[src/rtl/crt_loader_if.sv]
// crt_loader_if: download byte channel and SDRAM write port of the CRT loader
//   dl_active  download in progress           (master -> slave)
//   dl_wr      one-cycle byte strobe           (master -> slave)
//   dl_data    image byte                      (master -> slave)
//   mem_addr   SDRAM write address             (slave -> master)
//   mem_data   SDRAM write data                (slave -> master)
//   mem_wr     one-cycle SDRAM write strobe    (slave -> master)
interface crt_loader_if;
    logic        dl_active;
    logic        dl_wr;
    logic [7:0]  dl_data;
    logic [23:0] mem_addr;
    logic [7:0]  mem_data;
    logic        mem_wr;
    modport master (output dl_active, dl_wr, dl_data, input mem_addr, mem_data, mem_wr);
    modport slave  (input dl_active, dl_wr, dl_data, output mem_addr, mem_data, mem_wr);
endinterface

[src/rtl/crt_loader.sv]
// crt_loader: streaming .CRT parser feeding SDRAM and the cartridge mapper
//   clk32, reset (sync, active-low)
//   dl            download channel in / SDRAM write port out (crt_loader_if.slave)
//   cart_detach   one-cycle strobe clearing cart_attached
//   cart_id/cart_exrom/cart_game      header fields
//   cart_bank_*   CHIP descriptor, strobed by cart_bank_wr
//   cart_loading, cart_attached, load_error   load status
module crt_loader #(
    parameter logic [23:0] CART_BASE = 24'h100000,
    parameter logic [20:0] MAX_BYTES = 21'h100000
) (
    input  logic         clk32,
    input  logic         reset,
    crt_loader_if.slave  dl,
    input  logic         cart_detach,
    output logic [15:0]  cart_id,
    output logic [7:0]   cart_exrom,
    output logic [7:0]   cart_game,
    output logic [15:0]  cart_bank_num,
    output logic [15:0]  cart_bank_laddr,
    output logic [15:0]  cart_bank_size,
    output logic [7:0]   cart_bank_type,
    output logic [23:0]  cart_bank_raddr,
    output logic         cart_bank_wr,
    output logic         cart_loading,
    output logic         cart_attached,
    output logic         load_error
);
    typedef enum logic [2:0] {IDLE, HDR, HSKIP, CHDR, DATA, PSKIP, ERR} state_t;
    localparam logic [127:0] HDR_SIG  = "C64 CARTRIDGE   ";
    localparam logic [31:0]  CHIP_SIG = "CHIP";
    state_t      state, state_n;
    logic        active_q, rise, fall, byte_en, overflow;
    logic [5:0]  pos;
    logic [31:0] hlen, plen, cnt, pad, pad_full;
    logic [20:0] wp, wp_inc, wp_align;
    logic [15:0] chip_cnt, size_full;
    logic [7:0]  hdr_byte, chip_byte;
    assign rise    = dl.dl_active && !active_q;
    assign fall    = !dl.dl_active && active_q;
    assign byte_en = dl.dl_wr && dl.dl_active && !rise;
    always_comb begin
        hdr_byte  = 8'(HDR_SIG >> {~pos[3:0], 3'b000});
        chip_byte = 8'(CHIP_SIG >> {~pos[1:0], 3'b000});
        // size is only complete together with CHIP header byte 15
        size_full = {cart_bank_size[7:0], dl.dl_data};
        pad_full  = plen > {16'd0, size_full} + 32'd16 ? plen - {16'd0, size_full} - 32'd16 : 32'd0;
        overflow  = wp >= MAX_BYTES;
        wp_inc    = wp + 21'd1;
        wp_align  = (wp_inc + 21'h1FFF) & ~21'h1FFF;
        state_n   = state;
        if (rise)
            state_n = HDR;
        else if (fall)
            state_n = IDLE;
        else if (byte_en)
            case (state)
                HDR:     state_n = pos < 6'd16 && dl.dl_data != hdr_byte ? ERR :
                                   pos == 6'd63 ? (hlen > 32'h40 ? HSKIP : CHDR) : HDR;
                HSKIP:   state_n = cnt == 32'd1 ? CHDR : HSKIP;
                CHDR:    state_n = pos < 6'd4 && dl.dl_data != chip_byte ? ERR :
                                   pos == 6'd15 ? (size_full != 16'd0 ? DATA : pad_full != 32'd0 ? PSKIP : CHDR) : CHDR;
                DATA:    state_n = overflow ? ERR : cnt == 32'd1 ? (pad != 32'd0 ? PSKIP : CHDR) : DATA;
                PSKIP:   state_n = cnt == 32'd1 ? CHDR : PSKIP;
                default: state_n = state;
            endcase
    end
    always_ff @(posedge clk32)
        state <= !reset ? IDLE : state_n;
    always_ff @(posedge clk32) begin
        if (!reset) begin
            // sampling dl_active here keeps an ongoing download from looking like a fresh start
            active_q        <= dl.dl_active;
            pos             <= '0;
            hlen            <= '0;
            plen            <= '0;
            cnt             <= '0;
            pad             <= '0;
            wp              <= '0;
            chip_cnt        <= '0;
            dl.mem_addr     <= '0;
            dl.mem_data     <= '0;
            dl.mem_wr       <= 1'b0;
            cart_id         <= '0;
            cart_exrom      <= '0;
            cart_game       <= '0;
            cart_bank_num   <= '0;
            cart_bank_laddr <= '0;
            cart_bank_size  <= '0;
            cart_bank_type  <= '0;
            cart_bank_raddr <= '0;
            cart_bank_wr    <= 1'b0;
            cart_loading    <= 1'b0;
            cart_attached   <= 1'b0;
            load_error      <= 1'b0;
        end else begin
            active_q     <= dl.dl_active;
            dl.mem_wr    <= 1'b0;
            cart_bank_wr <= 1'b0;
            if (rise) begin
                pos           <= '0;
                chip_cnt      <= '0;
                wp            <= '0;
                cart_attached <= 1'b0;
                load_error    <= 1'b0;
                cart_loading  <= 1'b1;
            end else if (fall) begin
                cart_loading  <= 1'b0;
                cart_attached <= state != ERR && state != HDR && state != HSKIP && chip_cnt != 16'd0;
                if (state == HDR || state == HSKIP)
                    load_error <= 1'b1;
            end else if (byte_en) begin
                // HDR wraps from 63 to 0 on its own; every other section restarts at 0
                pos <= state == HDR || (state == CHDR && pos != 6'd15) ? pos + 6'd1 : 6'd0;
                case (state)
                    HDR: begin
                        if (pos[5:2] == 4'h4)
                            hlen <= {hlen[23:0], dl.dl_data};
                        if (pos == 6'h16 || pos == 6'h17)
                            cart_id <= {cart_id[7:0], dl.dl_data};
                        if (pos == 6'h18)
                            cart_exrom <= dl.dl_data;
                        if (pos == 6'h19)
                            cart_game <= dl.dl_data;
                        cnt <= hlen - 32'h40;
                    end
                    CHDR: begin
                        if (pos[3:2] == 2'd1)
                            plen <= {plen[23:0], dl.dl_data};
                        if (pos == 6'd9)
                            cart_bank_type <= dl.dl_data;
                        if (pos[3:1] == 3'd5)
                            cart_bank_num <= {cart_bank_num[7:0], dl.dl_data};
                        if (pos[3:1] == 3'd6)
                            cart_bank_laddr <= {cart_bank_laddr[7:0], dl.dl_data};
                        if (pos[3:1] == 3'd7)
                            cart_bank_size <= {cart_bank_size[7:0], dl.dl_data};
                        if (pos == 6'd15) begin
                            cart_bank_wr    <= 1'b1;
                            cart_bank_raddr <= CART_BASE + {3'b000, wp};
                            chip_cnt        <= chip_cnt + 16'd1;
                            pad             <= pad_full;
                            cnt             <= size_full != 16'd0 ? {16'd0, size_full} : pad_full;
                        end
                    end
                    DATA: begin
                        if (!overflow) begin
                            dl.mem_wr   <= 1'b1;
                            dl.mem_addr <= CART_BASE + {3'b000, wp};
                            dl.mem_data <= dl.dl_data;
                            wp          <= cnt == 32'd1 ? wp_align : wp_inc;
                        end
                        cnt <= cnt == 32'd1 ? pad : cnt - 32'd1;
                    end
                    HSKIP, PSKIP: cnt <= cnt - 32'd1;
                    default: ;
                endcase
                if (state_n == ERR)
                    load_error <= 1'b1;
            end
            if (cart_detach)
                cart_attached <= 1'b0;
        end
    end
endmodule

[src/flat_wrapper.sv]
// flat-port wrapper written by rule: the top's interface ports become plain ports
module crt_loader_flat 
#(
    parameter logic [23:0] CART_BASE = 24'h100000,
    parameter logic [20:0] MAX_BYTES = 21'h100000
)
  (clk32, reset, cart_detach, cart_id, cart_exrom, cart_game, cart_bank_num, cart_bank_laddr, cart_bank_size, cart_bank_type, cart_bank_raddr, cart_bank_wr, cart_loading, cart_attached, load_error, dl_dl_active, dl_dl_wr, dl_dl_data, dl_mem_addr, dl_mem_data, dl_mem_wr);
  crt_loader_if dl_i ();
  input  logic clk32;
  input  logic reset;
  input  logic cart_detach;
  output logic [15:0] cart_id;
  output logic [7:0] cart_exrom;
  output logic [7:0] cart_game;
  output logic [15:0] cart_bank_num;
  output logic [15:0] cart_bank_laddr;
  output logic [15:0] cart_bank_size;
  output logic [7:0] cart_bank_type;
  output logic [23:0] cart_bank_raddr;
  output logic cart_bank_wr;
  output logic cart_loading;
  output logic cart_attached;
  output logic load_error;
  input wire logic [$bits(dl_i.dl_active)-1:0] dl_dl_active;
  input wire logic [$bits(dl_i.dl_wr)-1:0] dl_dl_wr;
  input wire logic [$bits(dl_i.dl_data)-1:0] dl_dl_data;
  output wire logic [$bits(dl_i.mem_addr)-1:0] dl_mem_addr;
  output wire logic [$bits(dl_i.mem_data)-1:0] dl_mem_data;
  output wire logic [$bits(dl_i.mem_wr)-1:0] dl_mem_wr;
  assign dl_i.dl_active = dl_dl_active;
  assign dl_i.dl_wr = dl_dl_wr;
  assign dl_i.dl_data = dl_dl_data;
  assign dl_mem_addr = dl_i.mem_addr;
  assign dl_mem_data = dl_i.mem_data;
  assign dl_mem_wr = dl_i.mem_wr;
  crt_loader #(.CART_BASE(CART_BASE), .MAX_BYTES(MAX_BYTES)) u_core (.clk32(clk32), .reset(reset), .dl(dl_i), .cart_detach(cart_detach), .cart_id(cart_id), .cart_exrom(cart_exrom), .cart_game(cart_game), .cart_bank_num(cart_bank_num), .cart_bank_laddr(cart_bank_laddr), .cart_bank_size(cart_bank_size), .cart_bank_type(cart_bank_type), .cart_bank_raddr(cart_bank_raddr), .cart_bank_wr(cart_bank_wr), .cart_loading(cart_loading), .cart_attached(cart_attached), .load_error(load_error));
endmodule
[config.mk]
export PLATFORM = sky130hd
export DESIGN_NAME = crt_loader_flat
export DESIGN_NICKNAME = d
export VERILOG_FILES = /design/src/rtl/crt_loader_if.sv /design/src/rtl/crt_loader.sv /design/src/flat_wrapper.sv
export SDC_FILE = /design/constraint.sdc
export NUM_CORES = 1
export LEC_CHECK = 0
export CELL_PAD_IN_SITES_DETAIL_PLACEMENT = 0
export CELL_PAD_IN_SITES_GLOBAL_PLACEMENT = 1
export CORE_AREA = 2 2 243 245
export CTS_CLUSTER_SIZE = 8
export DETAILED_ROUTE_END_ITERATION = 10
export DIE_AREA = 0 0 245 247
export PLACE_DENSITY_LB_ADDON = 0.1
export SYNTH_ARGS = -nofsm -noshare
export SYNTH_HDL_FRONTEND = slang
export SYNTH_SLANG_ARGS = --single-unit
[constraint.sdc]
create_clock -name clk32 -period 7.42 [get_ports clk32]
set_clock_uncertainty 0.15 [all_clocks]
set_input_delay 1.113 -clock clk32 [delete_from_list [all_inputs] [get_ports clk32]]
set_output_delay 1.113 -clock clk32 [all_outputs]
set_load 0.01 [all_outputs]
; ---- Word-level counts from Yosys, hierarchy flattened
; Index checks and enable logic that the tools add are counted.
[totals]
reg_bits = 324
wordCells = 153
input_bits = 13
[op_classes]
eq_ne = 27
bitwise = 9
reduce_logical = 45
n_lt_le_gt_ge = 5
n_shift = 2
add_sub_neg = 10
mux = 31
[op_table]
columns = op, n
row1 = two-way mux 32 bit, 4
row2 = one-hot mux 32 bit (4 select lines), 1
row3 = >> shifter 127 x 7 -> 8 bit (first input constant), 1
row4 = nonzero test 32 bit, 2
row5 = AND reduction 5 bit, 12
row6 = two-way mux 3 bit, 13
row7 = == test 32 x 1 -> 1 bit (second input constant), 1
row8 = greater-than comparator 32 bit, 1
row9 = greater-than comparator 32 x 7 -> 1 bit (second input constant), 1
row10 = nonzero test 16 bit, 2
row11 = subtractor 32 x 1 -> 32 bit (second input constant), 1
row12 = subtractor 32 x 16 -> 32 bit, 1
row13 = subtractor 32 x 5 -> 32 bit (second input constant), 1
row14 = subtractor 32 x 7 -> 32 bit (second input constant), 1
row15 = >> shifter 31 x 5 -> 8 bit (first input constant), 1
row16 = == test 6 x 5 -> 1 bit (second input constant), 4
row17 = adder 21 x 21 -> 22 bit (first input constant), 1
row18 = adder 21 x 1 -> 21 bit (second input constant), 1
row19 = adder 21 x 13 -> 21 bit (second input constant), 1
row20 = >= comparator 21 bit (second input constant), 1
row21 = two-way mux 21 bit, 1
row22 = == test 3 bit (second input constant), 6
row23 = adder 16 x 5 -> 17 bit (second input constant), 1
row24 = adder 16 x 1 -> 16 bit (second input constant), 1
row25 = other kinds (33), 69

; ---- Depth between registers and ports, before layout
; Gate-level depths: netlist (run 1).
[logic_depth]
word_depth = 16
depth_mapped = 18
ltp_nobuf = 17

; ---- Worst setup path after synthesis (run 1)
; Ideal clock, no wire load.
[synth_path]
path_kind = input port to flip-flop
from = input dl_dl_data[2]
to = register u_core.load_error
cell_stages = 13
setup_slack_ns = 2.610
arrival_ns = 4.593
t_required_ns = 7.203
cell_sequence = clkbuf_1 > inv_1 > ha_1 > ha_1 > a211o_1 > a31oi_2 > xnor2_1 > or4_2 > or4_1 > nor4_2 > nand4_1 > a211o_1 > a21oi_2
[synth_via]
elab_chain_len = 15
elab_cells_between_ends = 23
cone_classes = add/sub (3) / order compare (1) / eq/ne (3) / mux (10) / reduce/logical (6)
[synth_lines]
columns = element, line_no
row1 = from (decl), flat_wrapper.sv:26  ; input wire logic [$bits(dl_i.dl_data)-1:0] dl_dl_data;
row2 = subtractor 32 x 16 -> 32 bit / adder 16 x 5 -> 17 bit (equally long branches), crt_loader.sv:47  ; pad_full = plen > {16'd0, size_full} + 32'd16 ? plen - {16'd0, size_full} - 32'd16 : 32'd0;
row3 = subtractor 32 x 5 -> 32 bit / greater-than comparator 32 bit (equally long branches), crt_loader.sv:47
row4 = two-way mux 32 bit, crt_loader.sv:47
row5 = nonzero test 32 bit, crt_loader.sv:62  ; pos == 6'd15 ? (size_full != 16'd0 ? DATA : pad_full != 32'd0 ? PSKIP : CHDR) : CHDR;
row6 = two-way mux 3 bit (3 in a row), crt_loader.sv:62
row7 = two-way mux 3 bit, crt_loader.sv:61  ; CHDR: state_n = pos < 6'd4 && dl.dl_data != chip_byte ? ERR :
row8 = one-hot mux 3 bit (5 select lines) *, crt_loader.sv:57  ; case (state)
row9 = two-way mux 3 bit *, crt_loader.sv:56  ; else if (byte_en)
row10 = two-way mux 3 bit *, crt_loader.sv:54  ; else if (fall)
row11 = two-way mux 3 bit *, crt_loader.sv:52  ; if (rise)
row12 = == test 3 bit *, crt_loader.sv:158  ; if (state_n == ERR)
row13 = nonzero test 2 bit (no source line) *, n/a
row14 = AND reduction 3 bit (no source line) *, n/a
row15 = to (signal assigned), crt_loader.sv:95  ; load_error <= 1'b0;
row16 = to (signal assigned), crt_loader.sv:105  ; load_error <= 1'b0;
row17 = to (signal assigned), crt_loader.sv:159  ; load_error <= 1'b1;
row18 = to (decl), crt_loader.sv:27  ; output logic load_error
; Mark *: on every way between the ends. The rest lies on a longest branch, timed or not.
; A chain may end at the register's enable or synchronous reset.

; ---- Worst setup path in the final report (run 1)
; Ends and elaborated chain as after synthesis.

==> flow_summary_export.csv, run 1 <==
group,metric,value,unit
status,status,"complete, no violations",
pwr,leakage,7.40,nW
cells_and_area,final_net_count,2427,
yosys,synth.top_cell.area_share,37.4,%
setup_path,cp_data_arrival_time,5740,ps
yosys,synthesis.instances,2261,
timing,fin_crit_sh,72.5,%
setup_path,cp-end-kind,"register",
yosys,yosys_warnings,0,
routing,via_per_inst,5.25,
global_routing,grt_pass1_wl,98.1,mm
clocking,tritoncts,"done",
die,die_w,245,µm
routing,dr.first_iter.drc_count,1123,
routing,wl_per_cell,20.7,µm
cells_and_area,final_util,35.4,%
timing,tightest_slew,1300,ps
place,portBuffers,157,
routing,top_layer_used,"met4",
place,dpl_worst_slack,1400,ps
die,core,0.0582,mm²
yosys,async_reset_ff_share,0,%
clocking,clock_latency,600,ps
timing,fin_setup_tns,0,ps
cells_and_area,fillers,6235,
die,rows,89,
global_routing,grt_max_degree,122,
yosys,synth_flop_cell,"dfxtp_1",
yosys,synth-edff-count,0,
clocking,numCtsBuffers,46,
setup_path,crit_fanout,14,
setup_path,cp_slowest_cell,"a211oi_1",
routing,met3WireLength,2.34,mm
timing,setup_ws,2040,ps
cells_and_area,drive_gt1_share,5.43,%
timing,period_minus_slack,5380,ps
clocking,clkTransAtPathRegs,50,ps
yosys,syn_area_per_cell,7.59,µm²
setup_path,cp_top_family,"compound AO/OA/AOI/OAI gates",
timing,hold_viol_final,0,
global_routing,grt-ovfl-total,0,
setup_path,worstPathCellList,"clkdlybuf4s50_1 > buf_4 > inv_1 > ha_1 > inv_1 > fa_1 > nand2b_1 > a311oi_2 > nor4_1 > o21ai_0 > a211oi_1 > a21boi_0 > and4b_1 > nand4_1 > a211o_1 > a21oi_2",
global_routing,track_usage,20.9,%
routing,met2_length,30.0,mm
setup_path,crit_top_cell,"inv_1",
setup_path,worst-setup-path-type,"primary input to register",
clocking,cts_buffer_depth,3,
timing,final-max-slew-violation-count,0,
pwr,peakVddDrop,0.160,mV
routing,drt-total-wl,64.7,mm
run,cap_violations,0,
setup_path,start_kind,"primary input",
global_routing,grt_pass1_vias,15400,
pwr,power.density,189,mW/mm²
clocking,post-cts-setup-buffer-count,0,
yosys,synth_top_cell_by_area,"dfxtp_1",
routing,dr.pass1.iters,7,
clocking,hold_buffers,0,
place,place_congestion,0.835,
clocking,cts_sinks,320,
setup_path,required,7780,ps
timing,max_freq,186,MHz
die,chipHeight,247,µm
die,dieArea,0.0605,mm²
clocking,post_cts_resized,0,
cells_and_area,areaGrowthSynthToFinish,20.4,%
yosys,syn_area,0.0172,mm²
yosys,synthTopCellsByCount,"458 x nand2_1, 320 x dfxtp_1, 279 x a21oi_1",
yosys,synth-seq-cells,320,
timing,setup_viol,0,
clocking,cts_root_buffer,"clkbuf_16",
die,io_pins,162,
routing,drtAntennaViolNets,0,
hold_path,hold_class,"register to register",
routing,vias,16400,
yosys,yosys-top-cells-area,"dfxtp_1 37%, nand2_1 10%, a21oi_1 8.1%, ha_1 4.5%, nor2_1 4.3%",
clocking,cts.htree.levels,2,
routing,post-route-drc-count,0,
global_routing,antenna_found_initial,1,
pwr,finalPower,0.00390,W
routing,wl_met1,31.1,mm
die,initial_utilization,29.4,%
timing,rsz0062_at_grt,"false",
yosys,yosys.cell_count.top_type,"nand2_1",
place,dp_hpwl,45.2,mm
setup_path,crit_buf_inv,4,
cells_and_area,antenna_cells,0,
yosys,ys_types,92,
yosys,seq_area_frac_synth,37.4,%
setup_path,max_stage_delay,750,ps
timing,slew-limit-headroom,12.3,%
==> cell type report <==
type	instances	area [µm²]	area share, %
Clock buffer	53	1190	5.75
Clock inverter	3	58.8	0.285
Sequential cell	320	6410	31.0
Tap cell	773	967	4.68
Multi-Input combinational cell	1717	9900	48.0
Timing Repair Buffer	194	1850	8.96
Inverter	71	274	1.33
==> tightest hold or removal path: stages, from the launching register on <==
cell     delay (ps)
dfxtp_1         300
nand2_1          50
a21oi_1          50
==> sequential cells by signal, indices dropped and copies added, names as in the netlist, 3 cells and up <==
name,flops
u_core.cart_bank_type,8
u_core.cart_exrom,8
u_core.cart_bank_size,16
u_core.cart_id,16
u_core.dl.mem_data,8
u_core.state,3
u_core.plen,32
u_core.wp,21
u_core.cart_bank_laddr,16
u_core.cart_game,8
u_core.pos,6
u_core.cnt,32
u_core.cart_bank_raddr,22
u_core.chip_cnt,16
u_core.cart_bank_num,16
u_core.pad,32
u_core.hlen,32
u_core.dl.mem_addr,22
==> where the power goes <==
| group | switching, W | internal [W] | total [W] |
|---|---|---|---|
| registers | 0.00000607 | 0.00173 | 0.00173 |
| logic | 0.000164 | 0.0000735 | 0.000238 |
| clock network | 0.000815 | 0.00112 | 0.00193 |
==> cells by family after synthesis <==
| family | count (synthesis) | share of synthesized area [%] |
|---|---|---|
| compound gates | 538 | 19.0 |
| mux | 44 | 2.66 |
| other cells | 1 | 0.0219 |
| fa+ha+maj | 64 | 4.76 |
| simple gates | 963 | 25.8 |
| xor+xnor | 104 | 5.31 |
| flops | 320 | 37.4 |
| buf+inv | 227 | 5.17 |
==> per-layer routing <==
layer	global-route usage (%)	vias to the layer above
met2	34.0	310
met3	2.84	71
met4	4.73	0
met1	29.3	8017
li1	-	8027
met5	0	-
==> stage by stage <==
step / hold WS [ps] / instance area (µm²) / instances
after floorplan: 295 / 17200 / 2264
after global placement: 293 / 19400 / 3075
after detailed placement: 297 / 19400 / 3075
after CTS: 304 / 20600 / 3131
after global routing: 318 / 20600 / 3131
final: 300 / 20600 / 3131
==> worst paths after layout <==
path | slack (ps) | to | cells past startpoint | startpoint
setup reg to reg | 2830 | u_core.load_error$_SDFFE_PP0P_ | 18 | u_core.cart_bank_size[0]$_SDFFE_PN0P_
setup / recovery | 2040 | u_core.load_error$_SDFFE_PP0P_ | 16 | dl_dl_data[2]
hold reg to reg | 300 | u_core.dl.mem_addr[5]$_SDFFE_PN0P_ | 2 | u_core.dl.mem_addr[5]$_SDFFE_PN0P_
hold / removal | 300 | u_core.dl.mem_addr[5]$_SDFFE_PN0P_ | 2 | u_core.dl.mem_addr[5]$_SDFFE_PN0P_
==> cells in the final DEF (no fill, tap or decap), drive strengths merged, types with 45 or more instances in the layout <==
cell           instances
clkdlybuf4s50        157
nor4                  45
nand3                 54
inv                   72
clkbuf                53
dfxtp                320
nor2                 198
nand2                459
a21oi                281
xnor2                 54
ha                    62
o21ai                 86
xor2                  50
(Power assumes the default switching activity.)
==> run 2: changes to the inputs <==
- clock period: 7.42 -> 5.3 ns (I/O delays scaled with it)
==> flow_summary_export.csv, run 2 (synthesis results as in run 1) <==
group,metric,value,unit
clocking,cts_root_buffer,"clkbuf_16",
timing,slew-limit-headroom,40.6,%
setup_path,required,5600,ps
status,status,"complete, no violations",
cells_and_area,drive_gt1_share,7.51,%
timing,tightest_slew,888,ps
place,postPlaceCellArea,0.0198,mm²
clocking,clock_latency,590,ps
clocking,tritoncts,"done",
timing,hold_viol_final,0,
setup_path,cp_data_arrival_time,4920,ps
clocking,clkTransAtPathRegs,50,ps
routing,dr.first_iter.drc_count,1013,
cells_and_area,final_common_cell,"nand2_1",
place,place_congestion,0.844,
cells_and_area,areaGrowthSynthToFinish,22.8,%
cells_and_area,antenna_cells,0,
die,rows,89,
timing,max_freq,216,MHz
die,chipHeight,247,µm
pwr,peakVddDrop,0.196,mV
timing,fin_setup_tns,0,ps
routing,post-route-drc-count,0,
routing,wl_per_cell,20.3,µm
cells_and_area,final_cell_mix,"457 x nand2_1, 320 x dfxtp_1, 279 x a21oi_1, 195 x nor2_1, 157 x clkdlybuf4s50_1",
global_routing,grt-ovfl-total,0,
die,dieArea,0.0605,mm²
die,initial_utilization,29.4,%
global_routing,track_usage,21.0,%
clocking,cts_buffer_depth,3,
routing,via_per_inst,5.20,
cells_and_area,design_area,0.0211,mm²
routing,drtAntennaViolNets,0,
die,io_pins,162,
die,core,0.0582,mm²
cells_and_area,fillers,6088,
pwr,clkPwrFrac,49.0,%
pwr,p_switching,0.00137,W
pwr,p_comb_share,6.8,%
setup_path,worst-setup-path-type,"primary input to register",
timing,final-max-slew-violation-count,0,
hold_path,hp-start,"u_core.cart_bank_laddr[14]$_SDFFE_PN0P_",
pwr,power.density,260,mW/mm²
pwr,seqPwrFrac,44.2,%
global_routing,grt_pass1_vias,15900,
routing,drt-total-wl,64.7,mm
cells_and_area,regArea,0.00641,mm²
cells_and_area,multiInputGateArea,0.00990,mm²
timing,rsz0062_at_grt,"false",
hold_path,hold_class,"register to register",
clocking,post_cts_resized,0,
global_routing,grt_max_degree,129,
timing,setup_viol,0,
timing,timing.hold.ws,300,ps
timing,fin_crit_sh,87.3,%
global_routing,grt_pass1_wl,98.0,mm
clocking,cts_sinks,320,
setup_path,start_kind,"primary input",
routing,dr.pass1.iters,5,
pwr,swShare,25.0,%
timing,period_minus_slack,4630,ps
pwr,p_int,0.00411,W
place,portBuffers,157,
cells_and_area,final_net_count,2480,
setup_path,crit_start,"dl_dl_data[4]",
clocking,cts.htree.levels,2,
pwr,leakage,7.67,nW
clocking,numCtsBuffers,46,
setup_path,r2r_start,"u_core.plen[15]$_SDFFE_PN0P_",
setup_path,crit_fanout,14,
place,dp_hpwl,46.3,mm
die,die_w,245,µm
routing,vias,16500,
clocking,hold_buffers,0,
setup_path,cp-end-kind,"register",
clocking,post-cts-setup-buffer-count,0,
global_routing,antenna_found_initial,1,
run,cap_violations,0,
==> run 2: changes by cell type in the layout (fill, tap and decap cells not counted) <==
cell and delta:
buf_12 +2, buf_4 +51
==> run 2: path summary, 6_finish.rpt <==
check / endpoint / slack (ps) / cells past startpoint
worst min register to register: u_core.cart_bank_laddr[14]$_SDFFE_PN0P_ / 300 / 2
worst min-delay path: u_core.cart_bank_laddr[14]$_SDFFE_PN0P_ / 300 / 2
worst max-delay path: u_core.cnt[21]$_SDFFE_PN0P_ / 670 / 19
worst max register to register: u_core.load_error$_SDFFE_PP0P_ / 1070 / 13
==> run 2: critical path, stage by stage <==
cell	delay [ps]
clkdlybuf4s50_1	570
ha_1	240
nand3_1	130
nor2_1	200
and3_1	210
and3_1	200
xnor2_1	130
ha_1	260
o21ai_0	200
o32ai_1	100
or4_1	500
a2bb2oi_2	210
buf_4	190
nor2b_1	130
buf_4	210
a221oi_1	340
nand2b_1	90
a21oi_1	150
a211oi_1	60
==> run 2: per-stage QoR <==
| stage | util [%] | instances | setup WS [ps] | power, W |
|---|---|---|---|---|
| 6_report | 36.2 | 3184 | 674 | 0.00548 |
| 4_1_cts | 36.2 | 3184 | 694 | 0.00558 |
| 2_1_floorplan | - | 2264 | 808 | 0.00269 |
| 3_5_place_dp | 34.0 | 3128 | 59.5 | 0.00284 |
| 5_1_grt | 36.2 | 3184 | 413 | 0.00570 |
| 3_3_place_gp | 34.0 | 3128 | 81.4 | 0.00284 |
==> run 2: area by class of cell <==
class | instances | share of cell area, %
clock inverters | 3 | 0.279
clock buffers | 53 | 5.64
well taps | 773 | 4.59
multi-input cells | 1717 | 47.0
inverters | 71 | 1.30
flip-flops and latches | 320 | 30.4
repair buffers | 247 | 10.8
==> run 2: power by group through the flow <==
stage	Sequential, W	Clock, W	Combinational (W)
global placement	0.00247	0	0.000370
floorplan	0.00247	0	0.000220
finish	0.00242	0.00268	0.000372
detailed placement	0.00247	0	0.000369
global route	0.00242	0.00288	0.000403
CTS	0.00242	0.00279	0.000371
==> run 2: metal layers <==
metal / up-vias / GRT usage, % / wire [µm]
met2: 402 / 34.1 / 30100
met5: - / 0 / 13
met3: 91 / 4.16 / 3490
met4: 2 / 5.77 / 1580
met1: 7925 / 28.2 / 29600
li1: 8124 / - / -
==> run 3: changes to the inputs <==
- CTS_CLUSTER_DIAMETER: not set -> 120
==> flow_summary_export.csv, run 3 (synthesis results as in run 1) <==
group,metric,value,unit
routing,drt-total-wl,65.0,mm
routing,drtAntennaViolNets,0,
cells_and_area,final_common_cell,"nand2_1",
place,place_congestion,0.844,
clocking,hold_buffers,0,
setup_path,r2r_end,"u_core.load_error$_SDFFE_PP0P_",
pwr,clkPwrFrac,48.2,%
routing,dr.first_iter.drc_count,1128,
pwr,peakVddDrop,0.208,mV
cells_and_area,final_cell_mix,"457 x nand2_1, 320 x dfxtp_1, 279 x a21oi_1, 195 x nor2_1, 157 x clkdlybuf4s50_1",
die,rows,89,
cells_and_area,final_net_count,2479,
pwr,p_int,0.00403,W
clocking,cts.htree.levels,2,
clocking,cts_root_buffer,"clkbuf_16",
clocking,clock_latency,590,ps
setup_path,ff2ff_setup_slack,1070,ps
pwr,p_switching,0.00136,W
timing,fin_setup_tns,0,ps
timing,final-max-slew-violation-count,0,
timing,hold_viol_final,0,
global_routing,grt_max_degree,129,
die,dieArea,0.0605,mm²
cells_and_area,areaGrowthSynthToFinish,22.4,%
global_routing,grt_pass1_vias,15900,
global_routing,grt_pass1_wl,98.1,mm
pwr,p_comb_share,6.9,%
timing,setup_viol,0,
setup_path,cp-end-kind,"register",
run,cap_violations,0,
routing,wl_per_cell,20.5,µm
die,io_pins,162,
timing,rsz0062_at_grt,"false",
clocking,post_cts_resized,0,
setup_path,crit_start,"dl_dl_data[4]",
pwr,seqPwrFrac,44.9,%
cells_and_area,antenna_cells,0,
timing,period_minus_slack,4650,ps
setup_path,endpoint,"u_core.cnt[21]$_SDFFE_PN0P_",
setup_path,worst-setup-path-type,"primary input to register",
timing,fin_crit_sh,87.7,%
routing,via_per_inst,5.23,
setup_path,crit_fanout,14,
place,dp_hpwl,46.3,mm
setup_path,r2r_start,"u_core.plen[15]$_SDFFE_PN0P_",
die,chipHeight,247,µm
pwr,power.density,257,mW/mm²
routing,post-route-drc-count,0,
global_routing,grt-ovfl-total,0,
clocking,cts_sinks,320,
pwr,swShare,25.2,%
routing,dr.pass1.iters,5,
clocking,cts_buffer_depth,3,
hold_path,hp-start,"u_core.cart_bank_laddr[14]$_SDFFE_PN0P_",
status,status,"complete, no violations",
clocking,numCtsBuffers,45,
place,dp_cells,3128,
timing,timing.hold.ws,301,ps
clocking,tritoncts,"done",
cells_and_area,drive_gt1_share,7.45,%
clocking,post-cts-setup-buffer-count,0,
die,core,0.0582,mm²
clocking,clkTransAtPathRegs,50,ps
setup_path,cp_data_arrival_time,4940,ps
timing,slew-limit-headroom,40.6,%
pwr,finalPower,0.00539,W
die,initial_utilization,29.4,%
die,die_w,245,µm
hold_path,hold_class,"register to register",
setup_path,required,5590,ps
timing,max_freq,215,MHz
place,portBuffers,157,
global_routing,antenna_found_initial,1,
setup_path,start_kind,"primary input",
timing,tightest_slew,888,ps
global_routing,track_usage,21.0,%
routing,vias,16600,
pwr,leakage,7.63,nW
setup_path,ff2ff_path_depth,13,
cells_and_area,instances_no_fill,3176,
## run 3: changes by cell type in the layout (fill, tap and decap cells not counted), sizes merged
cell	change
clkbuf	-8
inv	-1
clkinv	+1
## run 3: metrics by stage
step	utilization (%)	cell area, µm²	worst slack, ps
floorplan	-	17200	808
global placement	34.0	19800	81.4
detailed placement	34.0	19800	59.5
CTS	36.0	21000	681
global route	36.0	21000	393
finish	36.0	21000	650
## run 3: power groups by stage
stage	combinational, W	clock [W]	sequential [W]
finish	0.000372	0.00260	0.00242
global placement	0.000370	0	0.00247
CTS	0.000370	0.00269	0.00242
floorplan	0.000220	0	0.00247
global route	0.000403	0.00277	0.00242
detailed placement	0.000369	0	0.00247
## run 3: layer usage
metal / global-route usage [%] / up-vias / part of all wire [%]
met5: 0 / - / 0.020
met4: 6.89 / 2 / 2.8
met3: 3.68 / 97 / 5.1
met2: 33.9 / 418 / 46
met1: 28.3 / 7967 / 46
li1: - / 8127 / -
## run 3: worst min-delay path by stage
stage	to	slack, ps	depth (start not counted)
after floorplan	u_core.pad[11]$_SDFFE_PN0P_	290	2
after global placement	u_core.dl.mem_addr[5]$_SDFFE_PN0P_	290	2
after detailed placement	u_core.dl.mem_addr[5]$_SDFFE_PN0P_	300	2
after CTS	u_core.dl.mem_addr[18]$_SDFFE_PN0P_	300	2
after global routing	u_core.cart_bank_laddr[8]$_SDFFE_PN0P_	310	2
final	u_core.cart_bank_laddr[14]$_SDFFE_PN0P_	300	2
## run 3: worst max-delay path, stage by stage
cell and delay, ps:
clkdlybuf4s50_1 580, ha_1 240, nand3_1 130, nor2_1 200, and3_1 210, and3_1 200
xnor2_1 130, ha_1 260, o21ai_0 200, o32ai_1 100, or4_1 500, a2bb2oi_2 210
buf_4 190, nor2b_1 130, buf_4 210, a221oi_1 360, nand2b_1 90, a21oi_1 150
a211oi_1 60
## run 3: layout make-up
cell class | instances | area [µm²]
clock buffer | 45 | 1130
clock inverter | 3 | 41.3
fill | 6111 | 37300
inverter | 71 | 274
multi-input combinational | 1717 | 9900
sequential | 320 | 6410
tap | 773 | 967
timing repair buffer | 247 | 2270
